`src/rtl/vga_pos_if.sv`:
```
// Pixel-position bus: raster timing from the sync generator to pixel generators
// and to the VGA connector.
interface vga_pos_if;
    logic       pix_tick;
    logic [9:0] pos_h;
    logic [9:0] pos_v;
    logic       blank;
    logic       hsync;
    logic       vsync;
    logic       line_start;
    logic       frame_start;

    modport master (
        output pix_tick, pos_h, pos_v, blank, hsync, vsync, line_start, frame_start
    );

    modport slave (
        input pix_tick, pos_h, pos_v, blank, hsync, vsync, line_start, frame_start
    );
endinterface

```
`src/rtl/vga_sync_gen.sv`:
```
// VGA raster timing generator: pixel-rate enable, h/v position counters,
// blanking, sync pulses and line/frame start strobes, all from registers.
module vga_sync_gen #(
    parameter int unsigned H_ACTIVE = 640,
    parameter int unsigned H_FP     = 16,
    parameter int unsigned H_SYNC   = 96,
    parameter int unsigned H_BP     = 48,
    parameter int unsigned V_ACTIVE = 480,
    parameter int unsigned V_FP     = 10,
    parameter int unsigned V_SYNC   = 2,
    parameter int unsigned V_BP     = 33,
    parameter int unsigned CLK_DIV  = 4,
    parameter bit          SYNC_POL = 1'b0
) (
    input  logic       clk,
    input  logic       reset,
    vga_pos_if.master  vga
);

    localparam int unsigned H_TOTAL = H_ACTIVE + H_FP + H_SYNC + H_BP;
    localparam int unsigned V_TOTAL = V_ACTIVE + V_FP + V_SYNC + V_BP;

    localparam logic [3:0] DIV_LAST  = 4'(CLK_DIV - 1);
    localparam logic [9:0] H_LAST    = 10'(H_TOTAL - 1);
    localparam logic [9:0] V_LAST    = 10'(V_TOTAL - 1);
    localparam logic [9:0] H_ACT     = 10'(H_ACTIVE);
    localparam logic [9:0] V_ACT     = 10'(V_ACTIVE);
    localparam logic [9:0] HS_START  = 10'(H_ACTIVE + H_FP);
    localparam logic [9:0] HS_END    = 10'(H_ACTIVE + H_FP + H_SYNC);
    localparam logic [9:0] VS_START  = 10'(V_ACTIVE + V_FP);
    localparam logic [9:0] VS_END    = 10'(V_ACTIVE + V_FP + V_SYNC);

    logic [3:0] div_cnt;
    logic [9:0] pos_h, pos_v;
    logic [9:0] h_next, v_next;
    logic       h_wrap, v_wrap;
    logic       pix_tick;
    logic       blank, hsync, vsync, line_start, frame_start;

    assign pix_tick = (div_cnt == DIV_LAST);

    // Next-state counters; decodes below are taken from these so every output
    // changes on the same edge as the counters they describe.
    always_comb begin
        // NOTE: every always_comb output gets a default first so no path leaves it unassigned, which would infer a latch.
        h_next = pos_h;
        v_next = pos_v;
        h_wrap = 1'b0;
        v_wrap = 1'b0;
        if (pix_tick) begin
            if (pos_h == H_LAST) begin
                h_next = '0;
                h_wrap = 1'b1;
                if (pos_v == V_LAST) begin
                    v_next = '0;
                    v_wrap = 1'b1;
                end else begin
                    v_next = pos_v + 10'd1;
                end
            end else begin
                h_next = pos_h + 10'd1;
            end
        end
    end

    // NOTE: sequential state uses non-blocking assignments so all registers update from pre-edge values.
    always_ff @(posedge clk) begin
        if (reset) begin
            div_cnt     <= '0;
            pos_h       <= '0;
            pos_v       <= '0;
            blank       <= 1'b0;
            hsync       <= ~SYNC_POL;
            vsync       <= ~SYNC_POL;
            line_start  <= 1'b0;
            frame_start <= 1'b0;
        end else begin
            div_cnt     <= pix_tick ? '0 : div_cnt + 4'd1;
            pos_h       <= h_next;
            pos_v       <= v_next;
            blank       <= (h_next >= H_ACT) || (v_next >= V_ACT);
            hsync       <= ((h_next >= HS_START) && (h_next < HS_END)) ? SYNC_POL : ~SYNC_POL;
            vsync       <= ((v_next >= VS_START) && (v_next < VS_END)) ? SYNC_POL : ~SYNC_POL;
            line_start  <= h_wrap;
            frame_start <= h_wrap && v_wrap;
        end
    end

    assign vga.pix_tick    = pix_tick;
    assign vga.pos_h       = pos_h;
    assign vga.pos_v       = pos_v;
    assign vga.blank       = blank;
    assign vga.hsync       = hsync;
    assign vga.vsync       = vsync;
    assign vga.line_start  = line_start;
    assign vga.frame_start = frame_start;

endmodule

```
`src/flat_wrapper.sv`:
```
// flat-port wrapper written by rule: the top's interface ports become plain ports
module vga_sync_gen_flat 
#(
    parameter int unsigned H_ACTIVE = 640,
    parameter int unsigned H_FP     = 16,
    parameter int unsigned H_SYNC   = 96,
    parameter int unsigned H_BP     = 48,
    parameter int unsigned V_ACTIVE = 480,
    parameter int unsigned V_FP     = 10,
    parameter int unsigned V_SYNC   = 2,
    parameter int unsigned V_BP     = 33,
    parameter int unsigned CLK_DIV  = 4,
    parameter bit          SYNC_POL = 1'b0
)
  (clk, reset, vga_pix_tick, vga_pos_h, vga_pos_v, vga_blank, vga_hsync, vga_vsync, vga_line_start, vga_frame_start);
  vga_pos_if vga_i ();
  input  logic clk;
  input  logic reset;
  output wire logic [$bits(vga_i.pix_tick)-1:0] vga_pix_tick;
  output wire logic [$bits(vga_i.pos_h)-1:0] vga_pos_h;
  output wire logic [$bits(vga_i.pos_v)-1:0] vga_pos_v;
  output wire logic [$bits(vga_i.blank)-1:0] vga_blank;
  output wire logic [$bits(vga_i.hsync)-1:0] vga_hsync;
  output wire logic [$bits(vga_i.vsync)-1:0] vga_vsync;
  output wire logic [$bits(vga_i.line_start)-1:0] vga_line_start;
  output wire logic [$bits(vga_i.frame_start)-1:0] vga_frame_start;
  assign vga_pix_tick = vga_i.pix_tick;
  assign vga_pos_h = vga_i.pos_h;
  assign vga_pos_v = vga_i.pos_v;
  assign vga_blank = vga_i.blank;
  assign vga_hsync = vga_i.hsync;
  assign vga_vsync = vga_i.vsync;
  assign vga_line_start = vga_i.line_start;
  assign vga_frame_start = vga_i.frame_start;
  vga_sync_gen #(.H_ACTIVE(H_ACTIVE), .H_FP(H_FP), .H_SYNC(H_SYNC), .H_BP(H_BP), .V_ACTIVE(V_ACTIVE), .V_FP(V_FP), .V_SYNC(V_SYNC), .V_BP(V_BP), .CLK_DIV(CLK_DIV), .SYNC_POL(SYNC_POL)) u_core (.clk(clk), .reset(reset), .vga(vga_i));
endmodule
```
`config.mk`:
```
export PLATFORM = sky130hd
export DESIGN_NAME = vga_sync_gen_flat
export DESIGN_NICKNAME = d
export VERILOG_FILES = /design/src/rtl/vga_pos_if.sv /design/src/rtl/vga_sync_gen.sv /design/src/flat_wrapper.sv
export SDC_FILE = /design/constraint.sdc
export NUM_CORES = 1
export LEC_CHECK = 0
export ABC_CLOCK_PERIOD_IN_PS = 4300
export CAP_MARGIN = 30
export CORE_UTILIZATION = 55
export DETAILED_ROUTE_END_ITERATION = 6
export PLACE_DENSITY = 0.82
export SLEW_MARGIN = 20
export SYNTH_ARGS = -nofsm -noshare
export SYNTH_HDL_FRONTEND = slang
export SYNTH_SLANG_ARGS = --single-unit
```
`constraint.sdc`:
```
create_clock -name clk -period 4.3 [get_ports clk]
set_input_delay 0.645 -clock clk [delete_from_list [all_inputs] [get_ports clk]]
set_output_delay 0.645 -clock clk [all_outputs]
set_load 0.01 [all_outputs]
```
# After elaboration in Yosys (flattened, before gate mapping)
# Cells that the tools add are included.
# word_totals
register_bits	29
# op_classes
muxes	12
add_sub_neg	3
eq_ne	3
reduce_logical	5
magnitude_cmp	6
# op_table
cell	count
two-way mux 10 bit	5
adder 10 x 1 -> 10 bit (second input constant)	2
== test 10 bit (second input constant)	2
>= comparator 10 bit (second input constant)	2
>= comparator 10 x 9 -> 1 bit (second input constant)	2
less-than comparator 10 bit (second input constant)	1
less-than comparator 10 x 9 -> 1 bit (second input constant)	1
two-way mux 1 bit	7
adder 4 x 1 -> 4 bit (second input constant)	1
== test 4 x 2 -> 1 bit (second input constant)	1
logical AND 1 bit	3
OR reduction 2 bit	1
logical OR 1 bit	1

# Depth between registers and ports, before layout
# logic_depth
ltp_word	7
depth_mapped	10

# Least setup slack after synthesis
# No wires, ideal clock.
# synth_path
kind	reg-to-reg
start	register u_core.div_cnt[0]
end	register u_core.vsync, in the netlist u_core.vga.vsync
setup_slack_ns	2.077
arrival_ns	2.087
period_less_slack_ns	2.223
stages_incl_launch_ff	11
n_path_buf	2
required_ns	4.164
path_cell_list	dfxtp_1 ha_1 or3b_1 buf_6 inv_6 buf_12 nand4_4 nor3_2 o21ai_1 or3_1 nand4b_1
# synth_via
elab_chain_cells	5
elab_cells_between_ends	6
# synth_rtl
element	line	text
start, declared	vga_sync_gen.sv:33	logic [3:0] div_cnt;
start signal, assigned	vga_sync_gen.sv:78	div_cnt <= pix_tick ? '0 : div_cnt + 4'd1;
== test 4 x 2 -> 1 bit (*)	vga_sync_gen.sv:40	assign pix_tick = (div_cnt == DIV_LAST);
via vga_pix_tick	flat_wrapper.sv:19	output wire logic [$bits(vga_i.pix_tick)-1:0] vga_pix_tick;
two-way mux 10 bit (*)	vga_sync_gen.sv:50	if (pix_tick) begin
>= comparator 10 x 9 -> 1 bit / less-than comparator 10 x 9 -> 1 bit (equally long branches)	vga_sync_gen.sv:83	vsync <= ((v_next >= VS_START) && (v_next < VS_END)) ? SYNC_POL : ~SYNC_POL;
logical AND 1 bit (*)	vga_sync_gen.sv:83	
two-way mux 1 bit (*)	vga_sync_gen.sv:83	
end signal, assigned	vga_sync_gen.sv:74	vsync <= ~SYNC_POL;
end signal, assigned	vga_sync_gen.sv:83	
end, declared	vga_sync_gen.sv:38	logic blank, hsync, vsync, line_start, frame_start;
# Mark *: on every way through the listed nets, which the timed path passes. The rest lies on a longest branch.
# A chain may end at the register's enable or synchronous reset.

# Worst setup path after layout
# layout_path
start	register u_core.div_cnt[0]
end	output vga_pix_tick
# layout_via
elab_chain_cells	1
# layout_rtl
element	line
== test 4 x 2 -> 1 bit	vga_sync_gen.sv:40
end, declared	flat_wrapper.sv:19
# No other way between the ends.

==> metrics.md <==
| Metric | Value |
|---|---|
| Status | completed |
| IO Pins | 28 |
| Worst Path Required | 3650 ps |
| Most used DFF post-synth | dfxtp_1 |
| Sw frac | 22.9% |
| Pin count of the biggest net entering global routing | 27 |
| Combinational share of power | 3.8% |
| HP Class | reg2reg |
| Vias in the first global route | 1128 |
| Area delta synth->final | 20.6% |
| Site Rows | 18 |
| Remaining DRCs | 0 |
| Clk_lat worst skew | 330 ps |
| Final Cell Area | 1820 sq um |
| Wire length per cell | 14.9 microns |
| Share of the synthesized area in the top cell type | 38.5% |
| Period utilization | 65.1% |
| Root Driver | clkbuf_4 |
| Crit end category | output port |
| GRT overflow | 0 |
| Core Area | 2520 sq um |
| Gr usage total | 25.1% |
| DR top layer | met4 |
| Net count, final | 202 |
| Synth cell types | 46 |
| Largest fanout on the critical path | 11 |
| Share of cells above drive strength 1 | 9.14% |
| CTS sink cnt | 29 |
| Reg power frac | 56.7% |
| Initial antenna violation count | 0 |
| Hold Fails Final Rpt | 0 |
| Synth warn | 0 |
| EDFF count, synth | 0 |
| Deepest clock path buffer count | 2 |
| Critical path class | reg2out |
| Seq/Total Area, Yosys | 38.5% |
| DR vias | 1341 |
| Peak VDD IR | 192 uV |
| Antenna-violating nets left | 0 |
| Final setup violation count | 0 |
| Avg Vias per Cell | 5.91 |
| Met1 wire length | 1.60 mm |
| P_leak | 0.636 nW |
| RSZ-0062 raised after global routing | false |
| TNS Setup | 0 ps |
| Clk pwr share | 39.4% |
| Initial Util | 59.7% |
| Setup Buffers After CTS | 0 |
| Die ar. | 2950 sq um |
| Worst-path clk slew | 90 ps |
| Post-layout minimum cycle time | 2800 ps |
| Avg Cell Area, Syn | 8.71 sq um |
| Final Max Slew Viols | 0 |
| Met3 wire len | 250 microns |
| Synthesized Nets | 179 |
| Final GP Congestion | 0.922 |
| Area leader, netlist | dfxtp_1 |
| DP Wirelength | 2.34 mm |
| Top post-synthesis cells by area | dfxtp_1, nor2_1, xor2_1 |
| # Max-Cap Violations | 0 |
| Routed WL | 3.38 mm |
| Rel. slew slack | 35.5% |
| CP Launch Type | register |
| CTS resizes | 0 |
| CTS tree | built |
| # H-tree levels | 2 |
| Clock Skews | 11.0 ps |
| Initial drt markers | 24 |
| Fmax | 357 MHz |
| IO buf count | 27 |
| FFs w/ async S/R, synth | 0% |
| 1st-pass router iterations | 4 |
| Cells after synthesis | 173 |
| Die height | 54.3 microns |
| Crit path DAT | 2160 ps |
| # hold bufs at CTS | 0 |
| First-pass GRT wire length | 5.20 mm |
| DR WL met2 | 1.47 mm |
| Pwr Density | 266 nW/um^2 |
| Synthesized area | 1510 sq um |
| Placed Area | 1750 sq um |
| CTS Buf Count | 5 |
| Yosys reg bits | 29 |
| Slew at the pin closest to its max-slew limit | 964 ps |
| Die width | 54.3 microns |
| Psw | 0.000111 W |
| Antenna cells | 0 |
| Internal | 0.000373 W |
[per-stage QoR]
step                      power (W)  cells  setup WS [ps]  hold slack, ps  util, %
after CTS                  0.000486    227           1500             475     72.0
after detailed placement   0.000299    219           1620             462     69.2
final                      0.000484    227           1500             473     72.0
after floorplan            0.000297    173           2080             428        -
after global placement     0.000298    219           1750             441     69.2
after global routing       0.000498    227           1410             501     72.0
[critical path: stages (launching register included)]
cell and delay [ps]:
dfxtp_1 370, ha_1 180, or3b_1 560, inv_6 180, clkdlybuf4s50_1 550
[worst paths after layout]
| path | end | start | slack, ps | cells after the start |
|---|---|---|---|---|
| worst max-delay path | vga_pix_tick | u_core.div_cnt[0] | 1500 | 4 |
| worst min-delay path | u_core.div_cnt[0] | u_core.div_cnt[0] | 470 | 1 |
| worst max register to register | u_core.vga.vsync | u_core.div_cnt[0] | 1580 | 8 |
| worst min register to register | u_core.div_cnt[0] | u_core.div_cnt[0] | 470 | 1 |
[flip-flops by register name (all words and copies together) (netlist names)]
register                count
u_core.vga.pos_h           10
u_core.vga.pos_v           10
u_core.vga.hsync            1
u_core.vga.frame_start      1
u_core.vga.blank            1
u_core.vga.vsync            1
u_core.vga.line_start       1
u_core.div_cnt              4
[cell type report]
class / instances / area, sq um
clock buffers: 7 / 65.1
clock inverters: 1 / 5.00
fillers: 213 / 706
inverters: 6 / 27.5
multi-input cells: 127 / 831
flip-flops and latches: 29 / 581
well taps: 30 / 37.5
repair buffers: 27 / 270
[cell usage in the layout (no fill, tap or decap), types with 2 or more instances in the layout]
cell type	instances
nand4_1	5
dfxtp_1	29
o21ai_1	2
xor2_1	9
a211oi_1	2
nor3_1	9
clkbuf_4	5
o21ai_0	6
and2_1	3
nor2_1	22
inv_1	5
a21oi_1	6
and4_1	2
clkbuf_8	2
a31oi_1	3
a22oi_1	2
o41ai_1	2
mux2_2	2
and3_1	2
nand2_1	9
clkdlybuf4s50_1	27
xnor2_1	2
nand3_1	14
nand4b_1	3
ha_1	4
[metal layers]
layer	vias to the layer above	global-route usage (%)
met5	-	0
met4	0	9.83
met3	8	9.44
met2	52	34.1
met1	616	35.3
li1	665	-
[cell usage after synthesis (2+ instances only)]
master	instances
buf_2	2
mux2_2	2
nand3_1	14
nand4_1	5
xor2_1	9
a31oi_1	3
inv_1	5
nor3_1	9
ha_1	4
nand4b_1	3
a211oi_1	2
and3_1	2
o21ai_0	6
xnor2_1	2
a21oi_1	6
dfxtp_1	29
and4_1	2
nand2_1	9
and2_1	3
o21ai_1	2
nor2_1	22
o41ai_1	2
clkbuf_1	6
a22oi_1	2
[power by group through the flow]
stage | Combinational (W) | Clock (W) | Sequential, W
after floorplan | 0.0000165 | 0 | 0.000280
after global placement | 0.0000178 | 0 | 0.000280
after detailed placement | 0.0000184 | 0 | 0.000281
after CTS | 0.0000184 | 0.000193 | 0.000274
after global routing | 0.0000197 | 0.000203 | 0.000275
final | 0.0000185 | 0.000191 | 0.000275
[kinds of logic after synthesis]
family / synth area share, %
multiplexers: 2.16
AO/OA/AOI/OAI: 11.2
buffers and inverters: 6.31
flip-flops: 38.5
AND/OR/NAND/NOR: 32.1
XOR/XNOR: 6.40
adder cells (fa/ha/maj): 3.32
Power figures use the tool's default switching activity.
